[src/rtl/adder_share_ctrl_if.sv]
// adder_share_ctrl_if: requester and shared-adder signals of the adder sharing controller.
interface adder_share_ctrl_if #(parameter int WIDTH = 16);
    logic [2:0]         req;
    logic [2:0]         sub;
    logic [2:0]         done;
    logic [3*WIDTH-1:0] a_in;
    logic [3*WIDTH-1:0] b_in;
    logic [WIDTH-1:0]   result;
    logic               carry;
    logic               zero;
    logic               busy;
    logic [WIDTH-1:0]   add_a;
    logic [WIDTH-1:0]   add_b;
    logic               add_cin;
    logic [WIDTH-1:0]   add_s;
    logic               add_c;
    modport master (
        output req, sub, a_in, b_in, add_s, add_c,
        input  done, result, carry, zero, busy, add_a, add_b, add_cin
    );
    modport slave (
        input  req, sub, a_in, b_in, add_s, add_c,
        output done, result, carry, zero, busy, add_a, add_b, add_cin
    );
endinterface

[src/rtl/adder_share_ctrl.sv]
// adder_share_ctrl: round-robin sequencer sharing one clocked ripple adder among three requesters.
module adder_share_ctrl #(
    parameter int WIDTH   = 16,
    parameter int ADD_LAT = 16
) (
    input logic clk,
    input logic rst,
    adder_share_ctrl_if.slave bus
);
    typedef enum logic [1:0] {S_IDLE, S_WAIT, S_DONE} state_t;
    state_t           state_q, state_d;
    logic [1:0]       rr_q, rr_d, gnt_q, gnt_d, c1, c2, sel;
    logic [4:0]       cnt_q, cnt_d;
    logic [2:0]       done_q, done_d;
    logic [WIDTH-1:0] result_q, result_d, add_a_q, add_a_d, add_b_q, add_b_d;
    logic [WIDTH-1:0] a_sel, b_sel;
    logic             carry_q, carry_d, zero_q, zero_d, cin_q, cin_d;
    function automatic logic [1:0] inc3(input logic [1:0] x);
        return x == 2'd2 ? 2'd0 : x + 2'd1;
    endfunction
    // first requester found scanning rr_q, rr_q+1, rr_q+2 (mod 3)
    assign c1    = inc3(rr_q);
    assign c2    = inc3(c1);
    assign sel   = bus.req[rr_q] ? rr_q : bus.req[c1] ? c1 : c2;
    assign a_sel = bus.a_in[sel*WIDTH +: WIDTH];
    assign b_sel = bus.b_in[sel*WIDTH +: WIDTH];
    always_comb begin
        state_d  = state_q;
        rr_d     = rr_q;
        gnt_d    = gnt_q;
        cnt_d    = cnt_q;
        done_d   = '0;
        result_d = result_q;
        carry_d  = carry_q;
        zero_d   = zero_q;
        add_a_d  = add_a_q;
        add_b_d  = add_b_q;
        cin_d    = cin_q;
        if (state_q == S_IDLE && bus.req != 3'b000) begin
            gnt_d   = sel;
            add_a_d = a_sel;
            add_b_d = bus.sub[sel] ? ~b_sel : b_sel;
            cin_d   = bus.sub[sel];
            cnt_d   = 5'(ADD_LAT - 1);
            state_d = S_WAIT;
        end else if (state_q == S_WAIT) begin
            cnt_d = cnt_q != 5'd0 ? cnt_q - 5'd1 : cnt_q;
            if (cnt_q == 5'd0) begin
                result_d = bus.add_s;
                carry_d  = bus.add_c;
                zero_d   = bus.add_s == '0;
                done_d   = 3'b001 << gnt_q;
                rr_d     = inc3(gnt_q);
                state_d  = S_DONE;
            end
        end else if (state_q == S_DONE) begin
            state_d = S_IDLE;
        end
    end
    always_ff @(posedge clk) begin
        if (rst) begin
            state_q  <= S_IDLE;
            rr_q     <= 2'd0;
            gnt_q    <= 2'd0;
            cnt_q    <= 5'd0;
            done_q   <= 3'b000;
            result_q <= '0;
            carry_q  <= 1'b0;
            zero_q   <= 1'b1;
            add_a_q  <= '0;
            add_b_q  <= '0;
            cin_q    <= 1'b0;
        end else begin
            state_q  <= state_d;
            rr_q     <= rr_d;
            gnt_q    <= gnt_d;
            cnt_q    <= cnt_d;
            done_q   <= done_d;
            result_q <= result_d;
            carry_q  <= carry_d;
            zero_q   <= zero_d;
            add_a_q  <= add_a_d;
            add_b_q  <= add_b_d;
            cin_q    <= cin_d;
        end
    end
    assign bus.done    = done_q;
    assign bus.result  = result_q;
    assign bus.carry   = carry_q;
    assign bus.zero    = zero_q;
    assign bus.busy    = state_q != S_IDLE;
    assign bus.add_a   = add_a_q;
    assign bus.add_b   = add_b_q;
    assign bus.add_cin = cin_q;
endmodule

[src/flat_wrapper.sv]
// flat-port wrapper written by rule: the top's interface ports become plain ports
module adder_share_ctrl_flat 
#(
    parameter int WIDTH   = 16,
    parameter int ADD_LAT = 16
)
  (clk, rst, bus_req, bus_sub, bus_a_in, bus_b_in, bus_add_s, bus_add_c, bus_done, bus_result, bus_carry, bus_zero, bus_busy, bus_add_a, bus_add_b, bus_add_cin);
  adder_share_ctrl_if #(.WIDTH(WIDTH)) bus_i ();
  input logic clk;
  input logic rst;
  input wire logic [$bits(bus_i.req)-1:0] bus_req;
  input wire logic [$bits(bus_i.sub)-1:0] bus_sub;
  input wire logic [$bits(bus_i.a_in)-1:0] bus_a_in;
  input wire logic [$bits(bus_i.b_in)-1:0] bus_b_in;
  input wire logic [$bits(bus_i.add_s)-1:0] bus_add_s;
  input wire logic [$bits(bus_i.add_c)-1:0] bus_add_c;
  output wire logic [$bits(bus_i.done)-1:0] bus_done;
  output wire logic [$bits(bus_i.result)-1:0] bus_result;
  output wire logic [$bits(bus_i.carry)-1:0] bus_carry;
  output wire logic [$bits(bus_i.zero)-1:0] bus_zero;
  output wire logic [$bits(bus_i.busy)-1:0] bus_busy;
  output wire logic [$bits(bus_i.add_a)-1:0] bus_add_a;
  output wire logic [$bits(bus_i.add_b)-1:0] bus_add_b;
  output wire logic [$bits(bus_i.add_cin)-1:0] bus_add_cin;
  assign bus_i.req = bus_req;
  assign bus_i.sub = bus_sub;
  assign bus_i.a_in = bus_a_in;
  assign bus_i.b_in = bus_b_in;
  assign bus_i.add_s = bus_add_s;
  assign bus_i.add_c = bus_add_c;
  assign bus_done = bus_i.done;
  assign bus_result = bus_i.result;
  assign bus_carry = bus_i.carry;
  assign bus_zero = bus_i.zero;
  assign bus_busy = bus_i.busy;
  assign bus_add_a = bus_i.add_a;
  assign bus_add_b = bus_i.add_b;
  assign bus_add_cin = bus_i.add_cin;
  adder_share_ctrl #(.WIDTH(WIDTH), .ADD_LAT(ADD_LAT)) u_core (.clk(clk), .rst(rst), .bus(bus_i));
endmodule
[config.mk]
export PLATFORM = sky130hd
export DESIGN_NAME = adder_share_ctrl_flat
export DESIGN_NICKNAME = d
export VERILOG_FILES = /design/src/rtl/adder_share_ctrl_if.sv /design/src/rtl/adder_share_ctrl.sv /design/src/flat_wrapper.sv
export SDC_FILE = /design/constraint.sdc
export NUM_CORES = 1
export LEC_CHECK = 0
export ABC_AREA = 1
export BUFFER_PORTS_ARGS = -buffer_cell sky130_fd_sc_hd__buf_2
export CORE_ASPECT_RATIO = 0.6
export CORE_MARGIN = 1
export CORE_UTILIZATION = 50
export DETAILED_ROUTE_END_ITERATION = 10
export PLACE_DENSITY = 0.86
export SYNTH_ARGS = -nofsm -noshare
export SYNTH_HDL_FRONTEND = slang
export SYNTH_SLANG_ARGS = --single-unit
[constraint.sdc]
create_clock -name clk -period 4.65 [get_ports clk]
set_clock_uncertainty 0.15 [all_clocks]
set_input_delay 0.465 -clock clk [delete_from_list [all_inputs] [get_ports clk]]
set_output_delay 0.465 -clock clk [all_outputs]
set_load 0.05 [all_outputs]
# Yosys cells after proc, flatten, opt, wreduce, memory -nomap -nowiden

Index checks and enable logic that the tools add are counted.

Equality and inequality tests: 7
Reductions and logical operators: 18
Mux-type cells: 19
$add $sub $neg: 4
$lt $le $gt $ge: 3
Multiply operators: 0
Bitwise gates (word level): 4
Div/mod/pow operators: 0
Shift-type cells: 3

Operator list:

| kind                                                                 | number |
|---|---|
| 48-bit by 7-bit indexed part select with 16-bit output               | 2 |
| 16-bit logical NOT                                                   | 1 |
| 16-bit two-way mux                                                   | 1 |
| 2-bit two-way mux                                                    | 8 |
| 16-bit NOT                                                           | 1 |
| 4-bit two-way mux                                                    | 3 |
| 2-bit by 3-bit < comparator with 1-bit output, second input constant | 3 |
| 2-bit == test, second input constant                                 | 4 |
| 2-bit AND reduction                                                  | 4 |
| 2-bit nonzero test                                                   | 4 |
| 2-bit by 1-bit adder with 2-bit output, second input constant        | 3 |
| 1-bit binary-select mux with 2-bit select                            | 3 |
| 3-bit nonzero test                                                   | 2 |
| 5-bit logical NOT                                                    | 1 |
| 5-bit nonzero test                                                   | 1 |
| 5-bit by 1-bit subtractor with 5-bit output, second input constant   | 1 |
| 1-bit two-way mux                                                    | 4 |
| 4-bit OR reduction                                                   | 1 |
| 3-bit by 2-bit != test with 1-bit output, second input constant      | 1 |
| 1-bit NOT                                                            | 3 |
| 3-bit AND reduction                                                  | 1 |
| 1-bit by 2-bit << shifter with 3-bit output, first input constant    | 1 |
| 2-bit by 1-bit == test with 1-bit output, second input constant      | 1 |
| 2-bit logical NOT                                                    | 1 |
| other kinds (3)                                                      | 3 |

Register bits after elaboration: 65
Logic and storage cells: 71
Memory bits (writable): 0
Memories kept: 0
Bits of input ports: 121
Bits in read-only memories: 0
Latch bits: 0
Output and inout bits: 55

# Depth between registers and ports, before layout

Word-level depth: 9
Depth in mapped cells: 14

# Least setup slack after synthesis

Ideal clock, no wire load.

Path type: flip-flop to flip-flop
Start point: register u_core.state_q[0]
End point: register u_core.result_q[10] (netlist: u_core.bus.result[10])
Data arrival time: 1.781 ns
Stages on the path, launching flop included: 10
Path buffers: 1
Setup slack: 2.603 ns
Library setup time: 0.116 ns
Clock period less this slack: 2.047 ns
Cells stage by stage: dfxtp_1 inv_1 ha_1 inv_1 a21oi_4 nor3_4 inv_1 buf_2 o21ai_0 nor2_1

Longest elaborated chain between the ends: 4

Ends and longest elaborated chain:

| item                              | line                   | text |
|---|---|---|
| start: declaration                | adder_share_ctrl.sv:11 | `state_t state_q, state_d;` |
| start signal: assignment          | adder_share_ctrl.sv:74 | `state_q <= state_d;` |
| 2-bit logical NOT                 | adder_share_ctrl.sv:39 | `if (state_q == S_IDLE && bus.req != 3'b000) begin` |
| 1-bit logical AND                 | adder_share_ctrl.sv:39 |  |
| 1-bit NOT (no line)               | --                     |  |
| 3-bit AND reduction (no line) (*) | --                     |  |
| end signal: assignment            | adder_share_ctrl.sv:79 | `result_q <= result_d;` |
| end: declaration                  | adder_share_ctrl.sv:15 | `logic [WIDTH-1:0] result_q, result_d, add_a_q, add_a_d, add_b_q, add_b_d;` |

Every way passes the cells marked *; elsewhere a longest branch is shown, timed or not.
A chain may end at the register's enable or synchronous reset.

# Worst setup path in the final report

Start point: register u_core.rr_q[0]
End point: register u_core.add_a_q[15] (netlist: u_core.bus.add_a[15])

Longest elaborated chain between the ends: 7

Ends and longest elaborated chain:

| item                                                                           | line                                           | text |
|---|---|---|
| start: declaration                                                             | adder_share_ctrl.sv:12                         | `logic [1:0] rr_q, rr_d, gnt_q, gnt_d, c1, c2, sel;` |
| start signal: assignment                                                       | adder_share_ctrl.sv:75                         | `rr_q <= rr_d;` |
| 2-bit by 1-bit adder with 2-bit output / 2-bit == test (equally long branches) | adder_share_ctrl.sv:19                         | `return x == 2'd2 ? 2'd0 : x + 2'd1;` |
| 2-bit two-way mux                                                              | adder_share_ctrl.sv:19                         |  |
| 2-bit by 1-bit adder with 2-bit output (tied with other cells)                 | adder_share_ctrl.sv:19                         |  |
| 2-bit two-way mux / 1-bit two-way mux (equally long branches)                  | adder_share_ctrl.sv:19, adder_share_ctrl.sv:24 |  |
| 2-bit two-way mux                                                              | adder_share_ctrl.sv:24                         | `assign sel = bus.req[rr_q] ? rr_q : bus.req[c1] ? c1 : c2;` |
| 2-bit two-way mux (*)                                                          | adder_share_ctrl.sv:24                         |  |
| 48-bit by 7-bit indexed part select with 16-bit output (*)                     | adder_share_ctrl.sv:25                         | `assign a_sel = bus.a_in[sel*WIDTH +: WIDTH];` |
| end signal: assignment                                                         | adder_share_ctrl.sv:70                         | `add_a_q <= '0;` |
| end signal: assignment                                                         | adder_share_ctrl.sv:82                         | `add_a_q <= add_a_d;` |
| end: declaration                                                               | adder_share_ctrl.sv:15                         |  |

Every way passes the cells marked *; elsewhere a longest branch is shown, timed or not. The select of a mux whose other input is x is not followed.

==> impl_metrics.yaml <==
power_and_ir_drop:
  intPower_mw: 1.35
  peakVddDrop_mv: 0.310
  p_leak_nw: 2.91
  power.share.combinational_pct: 36.7
  clkPwrFrac_pct: 32.7
  p_sw_mw: 0.908
  pwr-share-seq_pct: 30.6
  power_density_mw_per_mm2: 463
  p_sw_share_pct: 40.2
global_route:
  globalRouteOverflowTotal: 0
  grt_pass1_vias: 3930
  grt_first_pass_wirelength_um: 17400
  antenna_found_initial: 0
  grt_max_degree: 45
  track_usage_pct: 28.8
worst_setup_path:
  cp.required_ns: 4.78
  criticalPathCategory: "flop to flop"
  r2r_start: "u_core.rr_q[0]"
  reg2reg_slack_ns: 1.93
  cp_max_fo: 36
  r2r-end: "u_core.bus.add_a[15]"
  worstSetupStartpointType: "flop"
  reg2reg_depth: 8
  end_kind: "flop"
  arrival_ns: 2.85
min_path:
  whs_path_depth: 3
  hold_path.class: "input port to flop"
  min_from: "bus_add_c"
  hold_path_end: "u_core.bus.carry"
floorplanning:
  start_util_pct: 53.5
  die_x_um: 113
  core-area_mm2: 0.00688
  die_h_um: 68.5
  ioPinCount: 176
  num_rows: 23
  dieArea_mm2: 0.00772
synth:
  synth_nets: 728
  yosys.area.top_type: "dfxtp_1"
  synth_edf_count: 0
  synth_warnings: 0
  synthTopCellsByArea: "dfxtp_1, nand2_1, nand3_1, inv_1, nor2_1"
  ys_ff_latch: 65
  synth_cells: 604
  synthArstFlopShare_pct: 0
  synth_top_area_share_pct: 35.4
  yosysUniqueCellTypes: 32
  synth_seq_area_share_pct: 35.4
  ys.flop_type: "dfxtp_1"
  syn_area_mm2: 0.00368
  avgSynthCellArea_um2: 6.09
drt:
  avgRoutedWirePerCell_um: 13.0
  firstDrtPassIters: 5
  drcViolationCount: 0
  antenna_left: 0
  num_vias: 4441
  routed_wl_um: 11100
  avgViaCountPerCell: 5.19
  drt-initial-drc-count: 255
placement:
  dpl_cell_area_mm2: 0.00454
  hpwl_um: 8050
  io_buffers: 175
  pre_cts_ws_ns: 1.79
  place_congestion: 0.808
cts:
  clock_tree.buffer_depth: 2
  cts_resized: 0
  htree_levels: 3
  clk_latency_ns: 0.33
  cts_root_buf: "clkbuf_16"
  cts_tree: "yes"
  clock_sinks: 65
  hold_buffers: 0
  cts_setup_buffers: 0
  clkTransAtPathRegs_ns: 0.06
  cts_buffers: 9
timing:
  drv_slew: 0
  timing.final.crit_period_ns: 2.72
  period_share_pct: 58.5
  slew_headroom_pct: 46.7
  setup_viol: 0
  tns_ns: 0
  tightest_slew_ns: 0.797
  fin_ws_ns: 1.93
  rsz0062_at_grt: "false"
  fmax_mhz: 368
  hold_violations: 0
layout:
  syn_to_final_growth_pct: 32.4
  layout.cells.most_common: "nand2_1"
  fin_area_mm2: 0.00487
  multi_input_area_mm2: 0.00196
  antennaDiodeCount: 0
  regArea_mm2: 0.00130
  layout_common_cells: "nand2_1, buf_2, nand3_1"
  n_fill_cell: 594
  layout.nets: 888
  drive_gt1_share_pct: 27.0
run:
  cap_violations: 0
run_status:
  outcome: "complete, no violations"
==> worst max-delay path by stage <==
stage | start | end | cells past startpoint
finish | u_core.rr_q[0] | u_core.bus.add_a[15] | 8
global route | u_core.rr_q[0] | u_core.bus.add_a[4] | 8
CTS | u_core.rr_q[0] | u_core.bus.add_a[15] | 8
detailed placement | bus_req[1] | u_core.bus.add_a[15] | 10
global placement | bus_req[0] | u_core.bus.add_a[15] | 10
floorplan | u_core.state_q[0] | u_core.bus.result[10] | 9
==> critical path, stage by stage, from the launching register on <==
cell     delay (ns)
dfxtp_1        0.41
o21ai_1        0.11
nand2_1        0.51
nand2_4        0.37
nor2_1         0.72
nand2_1        0.13
nand3_1        0.12
nand2_1        0.05
inv_1          0.06
==> power groups by stage <==
stage	clock network, mW	registers [mW]	logic [mW]
after global placement	0	0.695	0.795
after floorplan	0	0.936	0.371
after detailed placement	0	0.698	0.815
after CTS	0.744	0.689	0.822
after global routing	0.770	0.696	0.905
final	0.738	0.691	0.829
==> metrics by stage <==
step                hold slack, ns  instances  util [%]  power (mW)
floorplan                    0.273        604         -        1.31
global placement             0.291        840      66.1        1.49
detailed placement           0.288        840      66.1        1.51
CTS                          0.242        856      70.8        2.25
global route                 0.279        856      70.8        2.37
finish                       0.259        856      70.8        2.26
==> layer usage <==
metal | global-route usage [%] | part of all wire (%)
met5 | 0 | 0
met4 | 8.00 | 0.80
met3 | 7.44 | 8.4
met2 | 52.2 | 47
met1 | 34.6 | 44
==> kinds of logic (layout without fill, tap and decap cells) <==
logic type                 count (synthesis)  after routing  synth area share [%]
and+or+nand+nor                          388            388                  44.7
buffers and inverters                    102            267                  11.4
DFF                                       65             65                  35.4
AOI/OAI and AO/OA                         46             46                  7.61
adders and majority gates                  3              3                  1.02
==> final cells by class <==
class	instances	area share [%]
multi-input cells	437	40.3
flip-flops and latches	65	26.7
repair buffers	177	18.3
inverters	74	5.75
clock buffers	10	4.90
well taps	87	2.23
clock inverters	6	1.85
==> synthesized netlist by cell type, types with 2 or more instances <==
cell	number
ha_1	3
inv_1	70
o31ai_1	2
o21ai_1	2
nor4_1	3
or2_2	3
dfxtp_1	65
buf_2	8
clkbuf_1	14
nand2_2	2
o211ai_1	4
nor2_1	43
a21oi_1	8
buf_4	4
inv_2	2
nand2_4	2
nand3_4	2
nand2_1	243
nand3_1	87
o22ai_1	3
o21ai_0	23
==> registers in the layout, indices dropped and copies added (netlist names) <==
name	cells
u_core.state_q	2
u_core.gnt_q	2
u_core.cnt_q	5
u_core.bus.add_b	16
u_core.rr_q	2
u_core.bus.add_a	16
u_core.bus.done	3
u_core.bus.add_cin	1
u_core.bus.result	16
u_core.bus.zero	1
u_core.bus.carry	1
(Power assumes the default switching activity.)
